$ cat src/rtl/remote_cmd_pkg.sv
// rtl/remote_cmd_pkg.sv - shared opcodes, ack byte, FSM states and timeout limits
// for the remote command sequencer.
package remote_cmd_pkg;

  localparam logic [7:0] CMD_SET_PTCH  = 8'h02;
  localparam logic [7:0] CMD_SET_ROLL  = 8'h03;
  localparam logic [7:0] CMD_SET_YAW   = 8'h04;
  localparam logic [7:0] CMD_SET_THRST = 8'h05;
  localparam logic [7:0] CMD_CALIBRATE = 8'h06;
  localparam logic [7:0] CMD_EMER_LAND = 8'h07;
  localparam logic [7:0] CMD_MTRS_OFF  = 8'h08;

  localparam logic [7:0] RESP_POS_ACK  = 8'hA5;

  localparam int TMO_W = 20;
  // Terminal timer values: the wait lasts exactly 4096 or 2^20 cycles.
  localparam logic [TMO_W-1:0] TMO_FAST_LAST = 20'd4095;
  localparam logic [TMO_W-1:0] TMO_SLOW_LAST = 20'hFFFFF;

  typedef enum logic [2:0] {
    S_IDLE,
    S_SEND,
    S_WAIT_SENT,
    S_WAIT_RESP,
    S_CHECK
  } seq_state_t;

  function automatic logic [TMO_W-1:0] tmo_last(input bit fast);
    return fast ? TMO_FAST_LAST : TMO_SLOW_LAST;
  endfunction

endpackage

$ cat src/rtl/cmd_fifo.sv
// rtl/cmd_fifo.sv - command queue whose head stays resident until popped; supports
// dropping everything behind the head in the same cycle as a pop and/or push.
module cmd_fifo #(
  parameter int DEPTH = 4,
  parameter int W     = 24
) (
  input  logic                   clk,
  input  logic                   DUT_clr_cmd_rdy,
  input  logic                   push,
  input  logic [W-1:0]           push_data,
  input  logic                   pop,
  input  logic                   flush_tail,
  output logic [W-1:0]           head_data,
  output logic [$clog2(DEPTH):0] count,
  output logic                   full,
  output logic                   empty
);

  localparam int AW = $clog2(DEPTH);
  localparam int CW = AW + 1;

  logic [W-1:0]  mem [DEPTH];
  logic [AW-1:0] rd_ptr, wr_ptr, rd_n, wr_n, wr_addr;
  logic [CW-1:0] cnt_n;
  logic          do_push;

  // Ordering within a cycle: flush tail, then pop head, then append the push.
  always_comb begin
    rd_n    = rd_ptr;
    wr_n    = wr_ptr;
    cnt_n   = count;
    do_push = 1'b0;
    if (flush_tail && count != '0) begin
      wr_n  = rd_ptr + AW'(1);
      cnt_n = CW'(1);
    end
    if (pop && cnt_n != '0) begin
      rd_n  = rd_ptr + AW'(1);
      cnt_n = cnt_n - CW'(1);
    end
    wr_addr = wr_n;
    if (push && cnt_n < CW'(DEPTH)) begin
      do_push = 1'b1;
      wr_n    = wr_n + AW'(1);
      cnt_n   = cnt_n + CW'(1);
    end
  end

  always_ff @(posedge clk or posedge DUT_clr_cmd_rdy) begin
    if (DUT_clr_cmd_rdy) begin
      rd_ptr <= '0;
      wr_ptr <= '0;
      count  <= '0;
    end else begin
      rd_ptr <= rd_n;
      wr_ptr <= wr_n;
      count  <= cnt_n;
    end
  end

  always_ff @(posedge clk) begin
    if (do_push) mem[wr_addr] <= push_data;
  end

  assign head_data = mem[rd_ptr];
  assign full      = (count == CW'(DEPTH));
  assign empty     = (count == '0);

endmodule

$ cat src/rtl/remote_cmd_seq.sv
// rtl/remote_cmd_seq.sv - issues queued commands to RemoteComm one at a time,
// retrying on NACK/timeout; emergency land pre-empts the backlog.
module remote_cmd_seq
  import remote_cmd_pkg::*;
#(
  parameter int FIFO_DEPTH = 4,
  parameter int MAX_RETRY  = 3,
  parameter int FAST_SIM   = 0
) (
  input  logic                          clk,
  input  logic                          DUT_clr_cmd_rdy,
  input  logic                          req_vld,
  input  logic [7:0]                    req_cmd,
  input  logic [15:0]                   req_data,
  output logic                          req_rdy,
  input  logic                          flush,
  output logic                          send_cmd,
  output logic [7:0]                    cmd,
  output logic [15:0]                   data,
  input  logic                          cmd_sent,
  input  logic                          resp_rdy,
  input  logic [7:0]                    resp,
  output logic                          clr_resp_rdy,
  output logic                          done,
  output logic                          done_ok,
  output logic [7:0]                    done_cmd,
  output logic                          busy,
  output logic [$clog2(FIFO_DEPTH):0]   q_cnt
);

  localparam int RW = (MAX_RETRY < 1) ? 1 : $clog2(MAX_RETRY + 1);
  localparam logic [TMO_W-1:0] TMO_LAST = tmo_last(FAST_SIM != 0);

  seq_state_t        state, state_n;
  logic [RW-1:0]     retry_cnt;
  logic [TMO_W-1:0]  timer;
  logic [7:0]        resp_q;
  logic              abort_q, abort_now, abort_set;
  logic              full, empty, emer, push, flush_tail, pop;
  logic              load, retry_inc, tmo_hit, resp_latch, tmo, clr_int;
  logic [23:0]       head;

  assign emer       = req_vld && (req_cmd == CMD_EMER_LAND);
  assign push       = req_vld && (!full || emer);
  assign flush_tail = flush || emer;
  assign req_rdy    = !full;
  assign busy       = (state != S_IDLE);
  assign tmo        = (timer == TMO_LAST);
  // An emergency arriving while a head is (or is about to be) in flight cancels its retries.
  assign abort_set  = emer && (busy || !empty);
  assign abort_now  = abort_q || (emer && busy);

  cmd_fifo #(.DEPTH(FIFO_DEPTH), .W(24)) u_fifo (
    .clk             (clk),
    .DUT_clr_cmd_rdy (DUT_clr_cmd_rdy),
    .push            (push),
    .push_data       ({req_cmd, req_data}),
    .pop             (pop),
    .flush_tail      (flush_tail),
    .head_data       (head),
    .count           (q_cnt),
    .full            (full),
    .empty           (empty)
  );

  always_ff @(posedge clk or posedge DUT_clr_cmd_rdy) begin
    if (DUT_clr_cmd_rdy) state <= S_IDLE;
    else                 state <= state_n;
  end

  always_comb begin
    state_n    = state;
    send_cmd   = 1'b0;
    clr_int    = 1'b0;
    done       = 1'b0;
    done_ok    = 1'b0;
    pop        = 1'b0;
    load       = 1'b0;
    retry_inc  = 1'b0;
    tmo_hit    = 1'b0;
    resp_latch = 1'b0;
    case (state)
      S_IDLE: begin
        clr_int = resp_rdy;
        if (!empty) begin
          load    = 1'b1;
          state_n = S_SEND;
        end
      end
      S_SEND: begin
        send_cmd = 1'b1;
        clr_int  = resp_rdy;
        state_n  = S_WAIT_SENT;
      end
      S_WAIT_SENT: begin
        if (cmd_sent) begin
          state_n = S_WAIT_RESP;
        end else if (tmo) begin
          tmo_hit = 1'b1;
          state_n = S_CHECK;
        end
      end
      S_WAIT_RESP: begin
        if (resp_rdy) begin
          clr_int    = 1'b1;
          resp_latch = 1'b1;
          state_n    = S_CHECK;
        end else if (tmo) begin
          tmo_hit = 1'b1;
          state_n = S_CHECK;
        end
      end
      S_CHECK: begin
        if (resp_q != RESP_POS_ACK && !abort_now && retry_cnt < RW'(MAX_RETRY)) begin
          retry_inc = 1'b1;
          state_n   = S_SEND;
        end else begin
          done    = 1'b1;
          done_ok = (resp_q == RESP_POS_ACK) && !abort_now;
          pop     = 1'b1;
          state_n = S_IDLE;
        end
      end
      default: state_n = S_IDLE;
    endcase
  end

  // Stale-response clearing in IDLE must stay quiet while reset is held.
  assign clr_resp_rdy = clr_int && !DUT_clr_cmd_rdy;
  assign done_cmd     = done ? cmd : 8'h00;

  always_ff @(posedge clk or posedge DUT_clr_cmd_rdy) begin
    if (DUT_clr_cmd_rdy) begin
      cmd       <= '0;
      data      <= '0;
      retry_cnt <= '0;
      timer     <= '0;
      resp_q    <= '0;
      abort_q   <= 1'b0;
    end else begin
      if (load) {cmd, data} <= head;
      if (load)           retry_cnt <= '0;
      else if (retry_inc) retry_cnt <= retry_cnt + RW'(1);
      if (state == S_SEND)
        timer <= '0;
      else if (state == S_WAIT_SENT || state == S_WAIT_RESP)
        timer <= timer + TMO_W'(1);
      // A timeout leaves a non-ack byte behind so CHECK treats it as a NACK.
      if (resp_latch)   resp_q <= resp;
      else if (tmo_hit) resp_q <= 8'h00;
      if (abort_set)    abort_q <= 1'b1;
      else if (load)    abort_q <= 1'b0;
    end
  end

endmodule

$ cat config.mk
export PLATFORM = sky130hd
export DESIGN_NAME = remote_cmd_seq
export DESIGN_NICKNAME = d
export VERILOG_FILES = /design/src/rtl/remote_cmd_pkg.sv /design/src/rtl/cmd_fifo.sv /design/src/rtl/remote_cmd_seq.sv
export SDC_FILE = /design/constraint.sdc
export NUM_CORES = 1
export LEC_CHECK = 0
export BUFFER_PORTS_ARGS = -buffer_cell sky130_fd_sc_hd__buf_4
export CAP_MARGIN = 20
export CELL_PAD_IN_SITES_DETAIL_PLACEMENT = 1
export CELL_PAD_IN_SITES_GLOBAL_PLACEMENT = 2
export CORE_MARGIN = 5
export CORE_UTILIZATION = 45
export DETAILED_ROUTE_END_ITERATION = 6
export PLACE_DENSITY = 0.95
export SETUP_SLACK_MARGIN = 0.1
export SYNTH_ARGS = -nofsm -noshare
export SYNTH_HDL_FRONTEND = slang
export SYNTH_SLANG_ARGS = --single-unit
export TNS_END_PERCENT = 5
$ cat constraint.sdc
create_clock -name clk -period 6.17 [get_ports clk]
set_input_delay 1.234 -clock clk [delete_from_list [all_inputs] [get_ports clk]]
set_output_delay 1.234 -clock clk [all_outputs]
set_load 0.005 [all_outputs]
==> run summary <==
worst path cell trace - buf_4, or2_2, nor3_4, nor2_1, nor2_1, and2_1, buf_4
Final period util - 74.8%
Post-route DRC - 0
maximum VDD drop - 0.000317 V
starting density of the core - 45.3%
FF-to-FF path depth - 8
die span in x - 133 um
PD cells - 450 nW/um^2
WP data required - 4.94 ns
Critical R2R Capture - u_fifo.mem[3][3]
Post-DP HPWL - 10.7 mm
net switching power - 1.12 mW
EDFF count, synth - 96
met2 WL - 8.40 mm
post-cts sizing count - 0
Syn Area/Cell - 15.6 um^2
Fin. Hold Viols - 0
fin util - 54.4%
dpl cells - 684
Layout fillers - 1416
total power - 3.66 mW
CP Data Arrival Time - 3.38 ns
Yosys Warn Count - 0
compound-gate portion of the synthesized area - 7.87%
initial antenna violation count - 0
main flop type after synthesis - edfxtp_1
die area - 17600 um^2
Root Buffer - clkbuf_16
most common cell in the netlist - edfxtp_1
Via density - 5.70
first-pass GRT wire length - 26.2 mm
mux share of post-synthesis cell area - 13.3%
area grow syn2layout - 19.9%
worst rel slew slack - 40.6%
clock transition at the registers of the reported paths - 0.06 ns
Placer Congestion - 0.805
critical path startpoint - req_cmd[4]
Post-CTS Setup Inserts - 0
flop2flop setup slack - 3.08 ns
vias in the first global route - 4606
clock skew - 0.0132 ns
post-synth top area cell - edfxtp_1
Critical Path Sink Type - output pin
crit path to - done_cmd[5]
FMAX - 0.217 GHz
Cell variety after synth - 57
later-pin clock latency in the skew report - 0.42 ns
Post-synth top cells - edfxtp_1 (96), dfrtp_1 (65), mux2_2 (25), o21ai_0 (25), mux4_2 (24)
Synth Cell Area - 6790 um^2
CTS tree - yes
Worst path max stage delay - 0.70 ns
setup TNS - 0 ns
Yosys top cell area share - 42.4%
I/O pin count - 79
Layout Cells excl Fill - 716
Worst Max-Slew Pin Slew - 0.888 ns
Top Metal Used - met4
# rows - 45
port buffer count - 78
Yosys reg bits - 161
pre-CTS setup slack - 1.57 ns
final wirelength - 16.0 mm
RR Startpoint - u_fifo.count[2]
syn_nets - 482
ANT nets after route - 0
met3 wire length - 956 um
largest family of logic cells by synthesized area - multiplexers
Chip Height - 133 um
largest net degree at the start of global routing - 35
area of the core - 15000 um^2
# hold bufs at CTS - 0
critical path class - input port to output pin
TritonCTS Buffers - 17
via count - 4083
Area contributors post-synth - edfxtp_1 (42%), dfrtp_1 (24%), mux4_2 (8.0%)
CTS H-Tree Depth - 4
gr ovfl total - 0
Worst Path Max Fanout - 12
Worst path slowest cell - nor2_1
first drt pass iteration count - 4
diode count - 0
CTS Buffer Depth - 2
max-cap viol count - 0
Final nets - 562
Seq/Total Area, Yosys - 66.4%
Hold Path Class - flop to flop
M1 wire length - 6.37 mm
worst setup margin - 1.56 ns
clock power share - 29.1%
type of origin of the critical path - input port
switching share of power - 30.4%
final setup fails - 0
Starting DRT DRC Count - 265
WL/cell - 22.3 um
Slew Viols, Final - 0
Mapped Cells - 435
adder-cell share of the synthesized area - 1.66%
status - completed
Comb pwr share - 25.8%
GRT Total Usage - 19.3%
static leakage - 3.26 nW
CTS Sinks - 161
FFs w/ async S/R, synth - 40.4%
total internal power - 2.55 mW
post-synthesis xor/xnor area fraction - 0.903%
RSZ-0062 raised after global routing - no
part of the power in registers - 45.2%
crit path time final - 4.61 ns
post-synthesis simple-gate area fraction - 7.96%
share of cells above drive strength 1 - 34.8%
==> worst min-delay path by stage <==
stage	from	endpoint	cells past startpoint
global placement	timer[18]	timer[18]	1
floorplan	timer[18]	timer[18]	1
CTS	timer[17]	timer[17]	1
finish	timer[17]	timer[17]	1
global route	timer[17]	timer[17]	1
detailed placement	resp_q[2]	resp_q[2]	1
==> metal layers <==
metal,track usage [%],vias up
met5,0,-
met4,6.81,0
met3,4.90,17
met2,34.0,121
met1,23.0,2117
li1,-,1828
==> registers in the layout (all words and copies together) (netlist names), 2 cells and up <==
register and cells:
u_fifo.rd_ptr 2, cmd 8, data 16, retry_cnt 2, resp_q 8, state 3, u_fifo.mem 96, u_fifo.count 3
u_fifo.wr_ptr 2, timer 20
==> cell families (layout without fill, tap and decap cells) <==
kind of cell / after synthesis / after routing
simple gates: 96 / 96
mux: 56 / 56
compound gates: 75 / 75
buf+inv: 31 / 124
xor+xnor: 7 / 7
flops: 161 / 161
fa+ha+maj: 9 / 9
==> layout make-up <==
class | count | area, um^2 | area share [%]
repair buffers | 81 | 608 | 7.47
inverters | 11 | 41.3 | 0.507
flip-flops and latches | 161 | 4510 | 55.4
clock buffers | 18 | 429 | 5.27
well taps | 188 | 235 | 2.89
multi-input cells | 243 | 2150 | 26.4
clock inverters | 14 | 170 | 2.09
==> critical path, delay by kind of cell <==
kind,cells,cell delay (ns)
AND/OR/NAND/NOR,5,1.89
buffers and inverters,2,0.26
==> stage by stage <==
step / cell area (um^2) / hold slack [ns]
after global placement: 7550 / 0.459
after global routing: 8150 / 0.522
after floorplan: 6790 / 0.442
after detailed placement: 7550 / 0.490
final: 8150 / 0.502
after CTS: 8150 / 0.500
==> power groups by stage <==
stage	Sequential (mW)	Combinational [mW]	Clock, mW
floorplan	1.60	0.601	0
global placement	1.64	0.897	0
detailed placement	1.67	0.954	0
CTS	1.66	0.964	1.08
global route	1.69	1.04	1.14
finish	1.66	0.943	1.06
==> cell usage in the layout (no fill, tap or decap), drive strengths merged, types with 3 or more instances in the layout <==
master / synthesis / final
edfxtp: 96 / 96
buf: 8 / 81
dfrtp: 65 / 65
mux2: 27 / 27
o21ai: 25 / 25
mux4: 24 / 24
nor2: 23 / 23
nand2: 23 / 23
inv: 11 / 19
clkbuf: 12 / 18
and2: 15 / 15
a22o: 10 / 10
a21oi: 9 / 9
ha: 9 / 9
a31oi: 7 / 7
and3: 5 / 5
nand3: 5 / 5
mux2i: 5 / 5
or2: 4 / 4
xor2: 4 / 4
nor3: 4 / 4
nand4: 4 / 4
o21a: 3 / 3
xnor2: 3 / 3
o211ai: 3 / 3
o22ai: 3 / 3
Power figures use the tool's default switching activity.
